==> src/rtl/serial_frame_ctrl.sv <==
// -----------------------------------------------------------------------------
// serial_frame_ctrl
//   Frame sequencer for an external WIDTH-bit serial-to-parallel shift register
//   (SIPO). It watches the serial line on each bit_tick and does the following:
//   - finds the start bit
//   - drives the SIPO clear/shift strobes through the data bits
//   - checks the stop bit (and the parity bit when enabled)
//   - captures the SIPO word into a holding register
//   The held word is handed out over a valid/ready handshake.
//
//   Optional feature: define SERIAL_FRAME_PARITY_EN to add an even-parity bit
//   between the data bits and the stop bit. Frames are then WIDTH+3 ticks long
//   instead of WIDTH+2.
//
// Ports
//   clk         system clock, rising edge
//   rst_n       asynchronous active-low reset
//   ena         design enable; low aborts any frame and holds IDLE
//   bit_tick    one-cycle sample strobe, one serial bit per tick
//   serial_in   serial line, idles high
//   sipo_clr    clears the SIPO this cycle (combinational)
//   sipo_shift  SIPO shifts serial_in this cycle (combinational)
//   sipo_q      SIPO parallel output
//   word_out    held received word
//   word_valid  word_out holds an unconsumed word
//   word_ready  consumer accepts word_out while word_valid=1
//   busy        high whenever the sequencer is not IDLE
//   frame_err   one-cycle pulse on a bad stop (or parity) bit
//   overrun     sticky flag: a completed frame was dropped
//   clr_err     synchronous clear of overrun
// -----------------------------------------------------------------------------
module serial_frame_ctrl #(
  parameter int WIDTH = 4,
  parameter int CNT_W = 4
) (
  input  logic             clk,
  input  logic             rst_n,
  input  logic             ena,
  input  logic             bit_tick,
  input  logic             serial_in,
  output logic             sipo_clr,
  output logic             sipo_shift,
  input  logic [WIDTH-1:0] sipo_q,
  output logic [WIDTH-1:0] word_out,
  output logic             word_valid,
  input  logic             word_ready,
  output logic             busy,
  output logic             frame_err,
  output logic             overrun,
  input  logic             clr_err
);

  localparam logic [1:0] S_IDLE = 2'd0;
  localparam logic [1:0] S_DATA = 2'd1;
  localparam logic [1:0] S_STOP = 2'd3;

  localparam logic [CNT_W-1:0] LAST_BIT = CNT_W'(WIDTH - 1);

  logic [1:0]       state;
  logic [CNT_W-1:0] count;
  logic             tick_en;
  logic             stop_ok;
  logic             stop_tick;
  logic             capture;
  logic             drop;

  assign tick_en = ena & bit_tick;

`ifdef SERIAL_FRAME_PARITY_EN
  localparam logic [1:0] S_PARITY     = 2'd2;
  localparam logic [1:0] S_AFTER_DATA = S_PARITY;

  // The running XOR of the data bits is compared against the parity bit.
  // The result is held until the stop tick so that a parity failure and a
  // bad stop bit are reported the same way.
  logic par_acc;
  logic par_err;

  always_ff @(posedge clk or negedge rst_n) begin
    if (!rst_n) begin
      par_acc <= 1'b0;
      par_err <= 1'b0;
    end else if (tick_en) begin
      case (state)
        S_IDLE:   begin
                    par_acc <= 1'b0;
                    par_err <= 1'b0;
                  end
        S_DATA:   par_acc <= par_acc ^ serial_in;
        S_PARITY: par_err <= par_acc ^ serial_in;
        default:  ;
      endcase
    end
  end

  assign stop_ok = serial_in & ~par_err;
`else
  localparam logic [1:0] S_AFTER_DATA = S_STOP;

  assign stop_ok = serial_in;
`endif

  // The strobes are combinational but must stay low while reset is held.
  // Otherwise an active start bit during reset would clear the SIPO.
  // NOTE: rst_n is used as a plain data term here. It is still asynchronous,
  // but it only gates outputs and feeds no register.
  assign sipo_clr   = rst_n & tick_en & (state == S_IDLE) & ~serial_in;
  assign sipo_shift = rst_n & tick_en & (state == S_DATA);
  assign busy       = (state != S_IDLE);

  assign stop_tick = tick_en & (state == S_STOP);
  assign capture   = stop_tick & stop_ok;
  // A completed frame is lost only if the previous word is still pending
  // and is not being taken in this same cycle.
  assign drop      = capture & word_valid & ~word_ready;

  // Sequencer. ena low aborts the frame immediately. Without a tick,
  // everything holds.
  // NOTE: all sequential state uses non-blocking assignments, so every
  // register samples the pre-edge values of the others.
  always_ff @(posedge clk or negedge rst_n) begin
    if (!rst_n) begin
      state <= S_IDLE;
      count <= '0;
    end else if (!ena) begin
      state <= S_IDLE;
    end else if (bit_tick) begin
      case (state)
        S_IDLE: begin
          if (!serial_in) begin
            state <= S_DATA;
            count <= '0;
          end
        end
        S_DATA: begin
          count <= count + 1'b1;
          if (count == LAST_BIT) state <= S_AFTER_DATA;
        end
`ifdef SERIAL_FRAME_PARITY_EN
        S_PARITY: state <= S_STOP;
`endif
        // The STOP tick always returns to IDLE. A start bit can only be
        // seen on a later tick, from IDLE.
        S_STOP:  state <= S_IDLE;
        default: state <= S_IDLE;
      endcase
    end
  end

  // Holding register, handshake and error flags. ena does not touch them,
  // so a pending word survives a disable.
  always_ff @(posedge clk or negedge rst_n) begin
    if (!rst_n) begin
      word_out   <= '0;
      word_valid <= 1'b0;
      frame_err  <= 1'b0;
      overrun    <= 1'b0;
    end else begin
      frame_err <= stop_tick & ~stop_ok;

      if (capture && !drop) begin
        // The old word is either absent or being consumed right now.
        word_out   <= sipo_q;
        word_valid <= 1'b1;
      end else if (word_valid && word_ready) begin
        word_valid <= 1'b0;
      end

      // A new drop takes priority over a clear issued in the same cycle.
      if (drop)         overrun <= 1'b1;
      else if (clr_err) overrun <= 1'b0;
    end
  end

endmodule

==> config.mk <==
export PLATFORM = sky130hd
export DESIGN_NAME = serial_frame_ctrl
export DESIGN_NICKNAME = d
export VERILOG_FILES = /design/src/rtl/serial_frame_ctrl.sv
export SDC_FILE = /design/constraint.sdc
export NUM_CORES = 1
export LEC_CHECK = 0
export ABC_AREA = 1
export CORE_UTILIZATION = 40
export CTS_BUF_LIST = sky130_fd_sc_hd__clkbuf_16
export DETAILED_ROUTE_END_ITERATION = 16
export PLACE_DENSITY_LB_ADDON = 0.05
export SYNTH_ARGS = -nofsm -noshare
export SYNTH_HDL_FRONTEND = slang
export SYNTH_SLANG_ARGS = --single-unit
==> constraint.sdc <==
create_clock -name clk -period 1.41 [get_ports clk]
set_clock_uncertainty 0.2 [all_clocks]
set_input_delay 0.282 -clock clk [delete_from_list [all_inputs] [get_ports clk]]
set_output_delay 0.282 -clock clk [all_outputs]
set_load 0.02 [all_outputs]
==> results of run 1 <==
==> repair_timing <==
item / in CTS / in global routing
endpoints found under the hold margin: 13 / 0
pin swaps: 2 / 4
endpoints found under the setup margin: 21 / 17
setup buffers: 0 / 1
gates resized for setup: 39 / 23
hold buffers: 1 / 0
==> cell families after synthesis <==
group / count (synthesis) / share of synthesized area
simple gates: 51 / 0.368
flops: 13 / 0.498
buf+inv: 12 / 0.0709
compound gates: 4 / 0.0306
xor+xnor: 1 / 0.0134
fa+ha+maj: 1 / 0.0192
==> worst max-delay path, delay by kind of cell (launching register included) <==
family        cells  cell delay, ns
flops             1            0.41
simple gates      3            0.24
buf+inv           3            0.24
==> cell usage after synthesis, drive strengths merged <==
cell type / count
a21oi: 1
buf: 1
nand4: 4
ha: 1
xnor2: 1
nor4: 1
nor2: 12
nor3: 1
nand3b: 1
o21ai: 3
nand2: 30
dfrtp: 13
nand3: 2
inv: 11
==> power by group through the flow <==
stage	registers, mW	logic [mW]	clock network (mW)
final	0.477	0.324	0.514
after global placement	0.472	0.311	0
after CTS	0.473	0.318	0.528
after floorplan	0.493	0.142	0
after global routing	0.483	0.366	0.538
after detailed placement	0.477	0.315	0
==> per-stage QoR <==
step	util	worst slack (ns)	power, mW	cells
floorplan	-	0.0103	0.635	82
global placement	0.640	-0.811	0.783	130
detailed placement	0.640	-0.824	0.792	130
CTS	0.704	-0.205	1.32	135
global route	0.725	-0.257	1.39	136
finish	0.725	-0.199	1.32	136
==> sequential cells by signal, indices dropped and copies added, names as in the netlist <==
name / count
overrun: 1
count: 4
word_valid: 1
word_out: 4
state: 2
frame_err: 1
==> layer usage <==
layer | wire length, um | global-route usage
met2 | 818 | 0.354
met1 | 637 | 0.212
met5 | 0 | 0
met3 | 47 | 0.0388
met4 | 9 | 0.0750
==> worst paths after layout <==
| kind | cells past startpoint | end | slack [ns] | from |
|---|---|---|---|---|
| min in group asynchronous | 3 | word_out[1] | 0.51 | rst_n |
| max reg2reg | 9 | count[3] | 0.02 | state[1] |
| max | 6 | sipo_shift | -0.20 | state[1] |
| max in group asynchronous | 3 | state[1] | 0.34 | rst_n |
| min | 2 | word_out[1] | 0.28 | word_out[1] |
| min reg2reg | 2 | word_out[1] | 0.28 | word_out[1] |
==> final cells by class <==
type | count | area (um^2) | area share
Inverter | 11 | 41.3 | 0.0374
Tap cell | 16 | 20.0 | 0.0181
Clock inverter | 1 | 3.75 | 0.00340
Timing Repair Buffer | 35 | 295 | 0.267
Clock buffer | 3 | 75.1 | 0.0680
Multi-Input combinational cell | 57 | 344 | 0.311
Sequential cell | 13 | 325 | 0.294
==> results.tsv, run 1 <==
metric	value	unit
status	complete, but fails checks	
violations	setup timing	
arrival	1.13	ns
finalCritPeriodShare	1.14	
max_cap_violations	0	
power.switching	361	uW
path_clk_slew	0.04	ns
ys_types	19	
drc_errors	0	
io_buffers	20	
syn_inst	82	
ant_nets	0	
cts_buffers	3	
gr-total-overflow	0	
die_area	1800	um^2
setup_viol	3	
ir_drop	0.781	mV
critPathRequiredTime	0.93	ns
fmaxAchievable	621	MHz
vias	643	
diodes	0	
fin_nets	133	
drt-wirelength-per-cell	11.1	um
crit_chain	inv_2 > nand2_2 > nor2_4 > inv_2 > nor2_4 > buf_6	
grt_pass1_wl	2570	um
min_period	1.61	ns
fillers	116	
synth_area_leader_cell	dfrtp_1	
slew_headroom	0.837	
fin_ws	-0.199	ns
ys_seq_area_frac	0.498	
final_hold_viol_count	0	
synthTopCellsByArea	dfrtp_1 (50%), nand2_1 (16%), nor2_1 (6.3%)	
end_kind	output port	
start_util	0.429	
p_clk_frac	0.391	
worst_pin_slew	0.242	ns
whs	0.276	ns
clkSinkCount	13	
hp-class	reg2reg	
antenna_found_initial	0	
grt_pass1_vias	628	
p_comb_frac	0.246	
fp.dieW	42.4	um
area_growth_syn_to_layout	69.2	%
cpMaxStageDelayCell	dfrtp_1	
dpl_cell_area	976	um^2
drive_above_1_share	0.392	
p_int	954	uW
p_sw_frac	0.275	
cts_root_buf	clkbuf_16	
tns	-0.502	ns
cp-start-kind	flip-flop	
layout_common_cells	nand2_1 (19), buf_4 (14), dfrtp_1 (13), nand2_2 (9), inv_1 (8)	
ios	21	
cpPeakStageDelay	0.41	ns
vias_per_cell	4.73	
rows	14	
synth_top_cell_area_share	0.498	
dr.pass1.iters	4	
die_y	42.4	um
yosysWarningCount	0	
htree_levels	1	
cp_max_fo	3	
syn_area	653	um^2
drv_slew	0	
path_class	reg2out	
drt_iter0_markers	6	
cts.path.max_buffers	2	
final_common_cell	nand2_1	
cts_tree	built	
leakage	0.564	nW
ys_ff_latch	13	
rsz0062_at_grt	yes	
coreArea	1520	um^2
synth_fp_nets	94	
track_usage	0.192	
drt_wl_total	1510	um
dp.final_hpwl	1100	um
pwr_density_cell	1190	nW/um^2
avgSynthCellArea	7.96	um^2
gp_congestion	0.781	
grt_start_max_net_pins	14	
clock_latency	0.24	ns
seq_power_share	0.363	
fin_area	1100	um^2
Power figures use the tool's default switching activity.
==> run 2, diff against run 1 <==
--- a/config.mk
+++ b/config.mk
@@ -9,7 +9,8 @@
 export CORE_UTILIZATION = 40
 export CTS_BUF_LIST = sky130_fd_sc_hd__clkbuf_16
 export DETAILED_ROUTE_END_ITERATION = 16
-export PLACE_DENSITY_LB_ADDON = 0.05
+export HOLD_SLACK_MARGIN = 0.02
+export PLACE_DENSITY = 0.71
 export SYNTH_ARGS = -nofsm -noshare
 export SYNTH_HDL_FRONTEND = slang
 export SYNTH_SLANG_ARGS = --single-unit
==> run 2 against run 1 <==
- the flow still finishes with violations (setup timing)
- non-clock buffer count is 2 lower
- sequential share of layout area is 0.067 points higher
- core utilization is 0.16 points lower
- clock power hardly changed
- critical path type is now in2out
- flip-flop and latch count stayed put
- register-to-register slack better by 0.03 ns
- largest cell class unchanged
==> results.tsv, run 2 (same netlist as run 1, synthesis figures left out) <==
metric	value	unit
power.switching	366	uW
ios	21	
p_comb_frac	0.255	
fillers	114	
p_clk_frac	0.387	
p_int	964	uW
worst_pin_slew	0.250	ns
status	complete, but fails checks	
fin_area	1100	um^2
dp.final_hpwl	1100	um
cts_tree	built	
final_common_cell	nand2_1	
cts_buffers	3	
grt_pass1_vias	587	
vias	615	
io_buffers	20	
coreArea	1520	um^2
dr.pass1.iters	4	
drt_wl_total	1500	um
hold_buffers	0	
drt_iter0_markers	8	
whs	0.234	ns
gp_congestion	0.851	
gr-total-overflow	0	
fmaxAchievable	621	MHz
htree_levels	1	
dpl_cell_area	968	um^2
pwr_density_cell	1210	nW/um^2
cts_root_buf	clkbuf_16	
leakage	0.564	nW
drc_errors	0	
fin_ws	-0.201	ns
reg_top3	count: 4 flops, word_out: 4 flops, state: 2 flops	
cp-start-kind	input pin	
finalCritPeriodShare	1.14	
antenna_found_initial	0	
violations	setup timing	
min_period	1.61	ns
track_usage	0.185	
post-route-util	0.723	
final_hold_viol_count	0	
slew_headroom	0.832	
grt_pass1_wl	2490	um
diodes	0	
cts.path.max_buffers	2	
clkSinkCount	13	
fin_nets	131	
path_class	in2out	
ir_drop	0.815	mV
drt-wirelength-per-cell	11.2	um
area_growth_syn_to_layout	68.8	%
tns	-0.560	ns
drv_slew	0	
clock_latency	0.24	ns
grt_start_max_net_pins	14	
rows	14	
fp.dieW	42.4	um
max_cap_violations	0	
cp_max_fo	2	
layout_common_cells	nand2_1 (24), dfrtp_1 (13), buf_4 (12)	
die_y	42.4	um
p_sw_frac	0.275	
setup_viol	3	
ant_nets	0	
hp-class	in2reg	
vias_per_cell	4.59	
critPathRequiredTime	0.93	ns
rsz0062_at_grt	yes	
path_clk_slew	0.04	ns
die_area	1800	um^2
arrival	1.13	ns
drive_above_1_share	0.322	
end_kind	output port	
seq_power_share	0.358	
start_util	0.429	
==> run 2: changes by cell type in the layout (fill, tap and decap cells not counted), moves of 2 or more <==
cell / delta
buf_4: -2
nand2_2: -6
clkdlybuf4s15_1: +3
clkbuf_2: -4
o21ai_1: -2
nand3_2: +2
o21ai_0: +2
nand2_1: +5
==> run 2: worst paths after layout <==
path,start,endpoint,slack (ns),depth (start not counted)
setup / recovery,rst_n,sipo_clr,-0.20,4
hold / removal,serial_in,frame_err,0.23,3
setup reg to reg,state[1],count[2],0.05,9
hold reg to reg,word_out[0],word_out[0],0.26,2
max in group asynchronous,rst_n,word_out[0],0.58,2
min in group asynchronous,rst_n,overrun,0.27,2
==> run 2: layout make-up <==
type,count,area (um^2),area share
clock buffer,3,75.1,0.0681
clock inverter,1,3.75,0.00341
inverter,11,41.3,0.0375
multi-input combinational,57,332,0.301
sequential,13,325,0.295
tap,16,20.0,0.0182
timing repair buffer,33,305,0.277
==> run 2: what timing repair did <==
item / 4_1_cts / 5_1_grt
resized for setup: 35 / 16
buffers inserted: 1 / 5
endpoints found under the setup margin: 22 / 12
pin swaps: 2 / 10
==> run 2: routing by layer <==
layer  part of all wire  up-vias  global-route usage
li1                   -      328                   -
met1               0.45      271               0.234
met2               0.51       14               0.314
met3              0.037        2              0.0388
met4             0.0033        0              0.0563
met5                  0        -                   0
==> run 2: per-stage QoR <==
stage	total power [mW]	cells	worst slack, ns
after floorplan	0.635	82	0.0103
after global placement	0.782	129	-0.815
after detailed placement	0.794	129	-0.844
after CTS	1.32	134	-0.225
after global routing	1.41	134	-0.246
final	1.33	134	-0.201
==> run 2: critical path: stages <==
cell	delay, ns
clkdlybuf4s50_1	0.53
inv_2	0.07
nor2_2	0.12
buf_6	0.12
==> run 2: power groups by stage <==
stage | Combinational (mW) | Clock, mW | Sequential, mW
after CTS | 0.323 | 0.527 | 0.475
after detailed placement | 0.317 | 0 | 0.478
after global placement | 0.308 | 0 | 0.474
final | 0.339 | 0.514 | 0.477
after global routing | 0.383 | 0.546 | 0.486
after floorplan | 0.142 | 0 | 0.493
==> run 3, diff against run 2 <==
--- a/config.mk
+++ b/config.mk
@@ -9,8 +9,8 @@
 export CORE_UTILIZATION = 40
 export CTS_BUF_LIST = sky130_fd_sc_hd__clkbuf_16
 export DETAILED_ROUTE_END_ITERATION = 16
+export DONT_BUFFER_PORTS = 1
 export HOLD_SLACK_MARGIN = 0.02
-export PLACE_DENSITY = 0.71
 export SYNTH_ARGS = -nofsm -noshare
 export SYNTH_HDL_FRONTEND = slang
 export SYNTH_SLANG_ARGS = --single-unit
==> run 3 against run 2 <==
- the run still ends with setup timing left
- clock power hardly changed
- critical path depth fell by 1
- combinational power fell by 27%
- worst hold slack worse by 0.20 ns
- count of clock-buffer cells in the layout did not move
- flip-flop and latch count stayed put
- non-clock buffer count decreased by 18
==> results.tsv, run 3 (same netlist as run 1, synthesis figures left out) <==
metric	value	unit
min_period	1.57	ns
critPathRequiredTime	0.93	ns
drc_errors	0	
cpPeakStageDelay	0.43	ns
track_usage	0.171	
dp.final_hpwl	877	um
pwr_density_cell	1360	nW/um^2
cts_root_buf	clkbuf_16	
dpl_cell_area	716	um^2
cts_tree	built	
fin_area	936	um^2
tns	-0.390	ns
post-route-util	0.614	
cpMaxStageDelayCell	dfrtp_1	
htree_levels	1	
cp_max_fo	3	
ant_nets	0	
min_to	word_valid	
hp-class	in2reg	
cts.path.max_buffers	2	
reg_top3	count: 4 flops, word_out: 4 flops, state: 2 flops	
drt_iter0_markers	9	
cts_buffers	3	
setup_viol	3	
leakage	0.469	nW
start_util	0.429	
area_growth_syn_to_layout	43.3	%
cp-startpoint	state[0]	
grt_pass1_vias	491	
finalCritPeriodShare	1.11	
dp.cells	102	
rsz0062_at_grt	yes	
path_clk_slew	0.04	ns
io_buffers	0	
fin_ws	-0.157	ns
p_total	1.27	mW
status	complete, but fails checks	
reg2regPathDepth	9	
reg2reg_from	state[1]	
drv_slew	0	
whs	0.0315	ns
hp-start	serial_in	
violations	setup timing	
arrival	1.08	ns
antenna_found_initial	0	
crit_chain	nor2_2 > nand2_2 > nor2_4	
drive_above_1_share	0.260	
dr.pass1.iters	4	
critPathTopFamily	flip-flops	
ir_drop	1.19	mV
coreArea	1520	um^2
slew_headroom	0.606	
min_path_cells	2	
final_hold_viol_count	0	
die_area	1800	um^2
diodes	0	
fillers	139	
grt_start_max_net_pins	14	
r2r_slack	0.03	ns
worst_pin_slew	0.589	ns
clkSinkCount	13	
fmaxAchievable	638	MHz
r2r_end	count[3]	
final_common_cell	nand2_1	
layout_common_cells	nand2_1 (25), dfrtp_1 (13), inv_1 (9), dlygate4sd3_1 (8), nor2_1 (7)	
drt_wl_total	1400	um
max_cap_violations	0	
rows	14	
instances_no_fill	116	
ios	21	
clock_latency	0.24	ns
die_y	42.4	um
path_class	reg2out	
preCtsSetupSlack	0.0270	ns
gp_congestion	0.855	
vias	577	
cp-start-kind	flip-flop	
cp_num_buf_inv	0	
fp.dieW	42.4	um
drt-wirelength-per-cell	12.0	um
grt_pass1_wl	2150	um
gr-total-overflow	0	
vias_per_cell	4.97	
end_kind	output port	
fin_nets	113	
==> run 3: changes by cell type in the layout (fill, tap and decap cells not counted), sizes merged <==
cell	before	now
buf	16	7
clkdlybuf4s15	7	0
clkdlybuf4s50	7	0
dlygate4sd2	2	0
dlygate4sd3	0	8
dlymetal6s2s	1	0
==> run 3: layout make-up <==
cell class / instances / area, um^2 / share of cell area
inverters: 11 / 43.8 / 0.0468
clock inverters: 1 / 3.75 / 0.00401
repair buffers: 15 / 140 / 0.150
clock buffers: 3 / 75.1 / 0.0802
flip-flops and latches: 13 / 325 / 0.348
well taps: 16 / 20.0 / 0.0214
multi-input cells: 57 / 328 / 0.350
==> run 3: power breakdown <==
part	total, mW	switching [mW]	leakage [nW]	internal (mW)
Clock	0.513	0.140	0.0423	0.372
Combinational	0.247	0.137	0.250	0.110
Sequential	0.510	0.0790	0.176	0.431
==> run 3: metal layers <==
metal | up-vias | routed length (um) | track usage
li1 | 290 | - | -
met3 | 0 | 67 | 0.0819
met1 | 272 | 624 | 0.218
met2 | 15 | 705 | 0.246
met5 | - | 0 | 0
met4 | 0 | 0 | 0.0750
==> run 3: worst max-delay path by stage <==
stage	endpoint	slack, ns	cells after the start
finish	sipo_clr	-0.16	3
global route	sipo_clr	-0.20	3
CTS	sipo_clr	-0.20	3
detailed placement	sipo_clr	0.03	3
global placement	sipo_clr	0.06	3
floorplan	sipo_shift	0.01	5
==> run 3: repair_timing <==
item,in CTS,in global routing
setup buffers,4,0
setup endpoints to repair,3,12
gates resized for setup,6,12
hold endpoints to repair,19,0
hold buffers,8,0
pin swaps,2,6
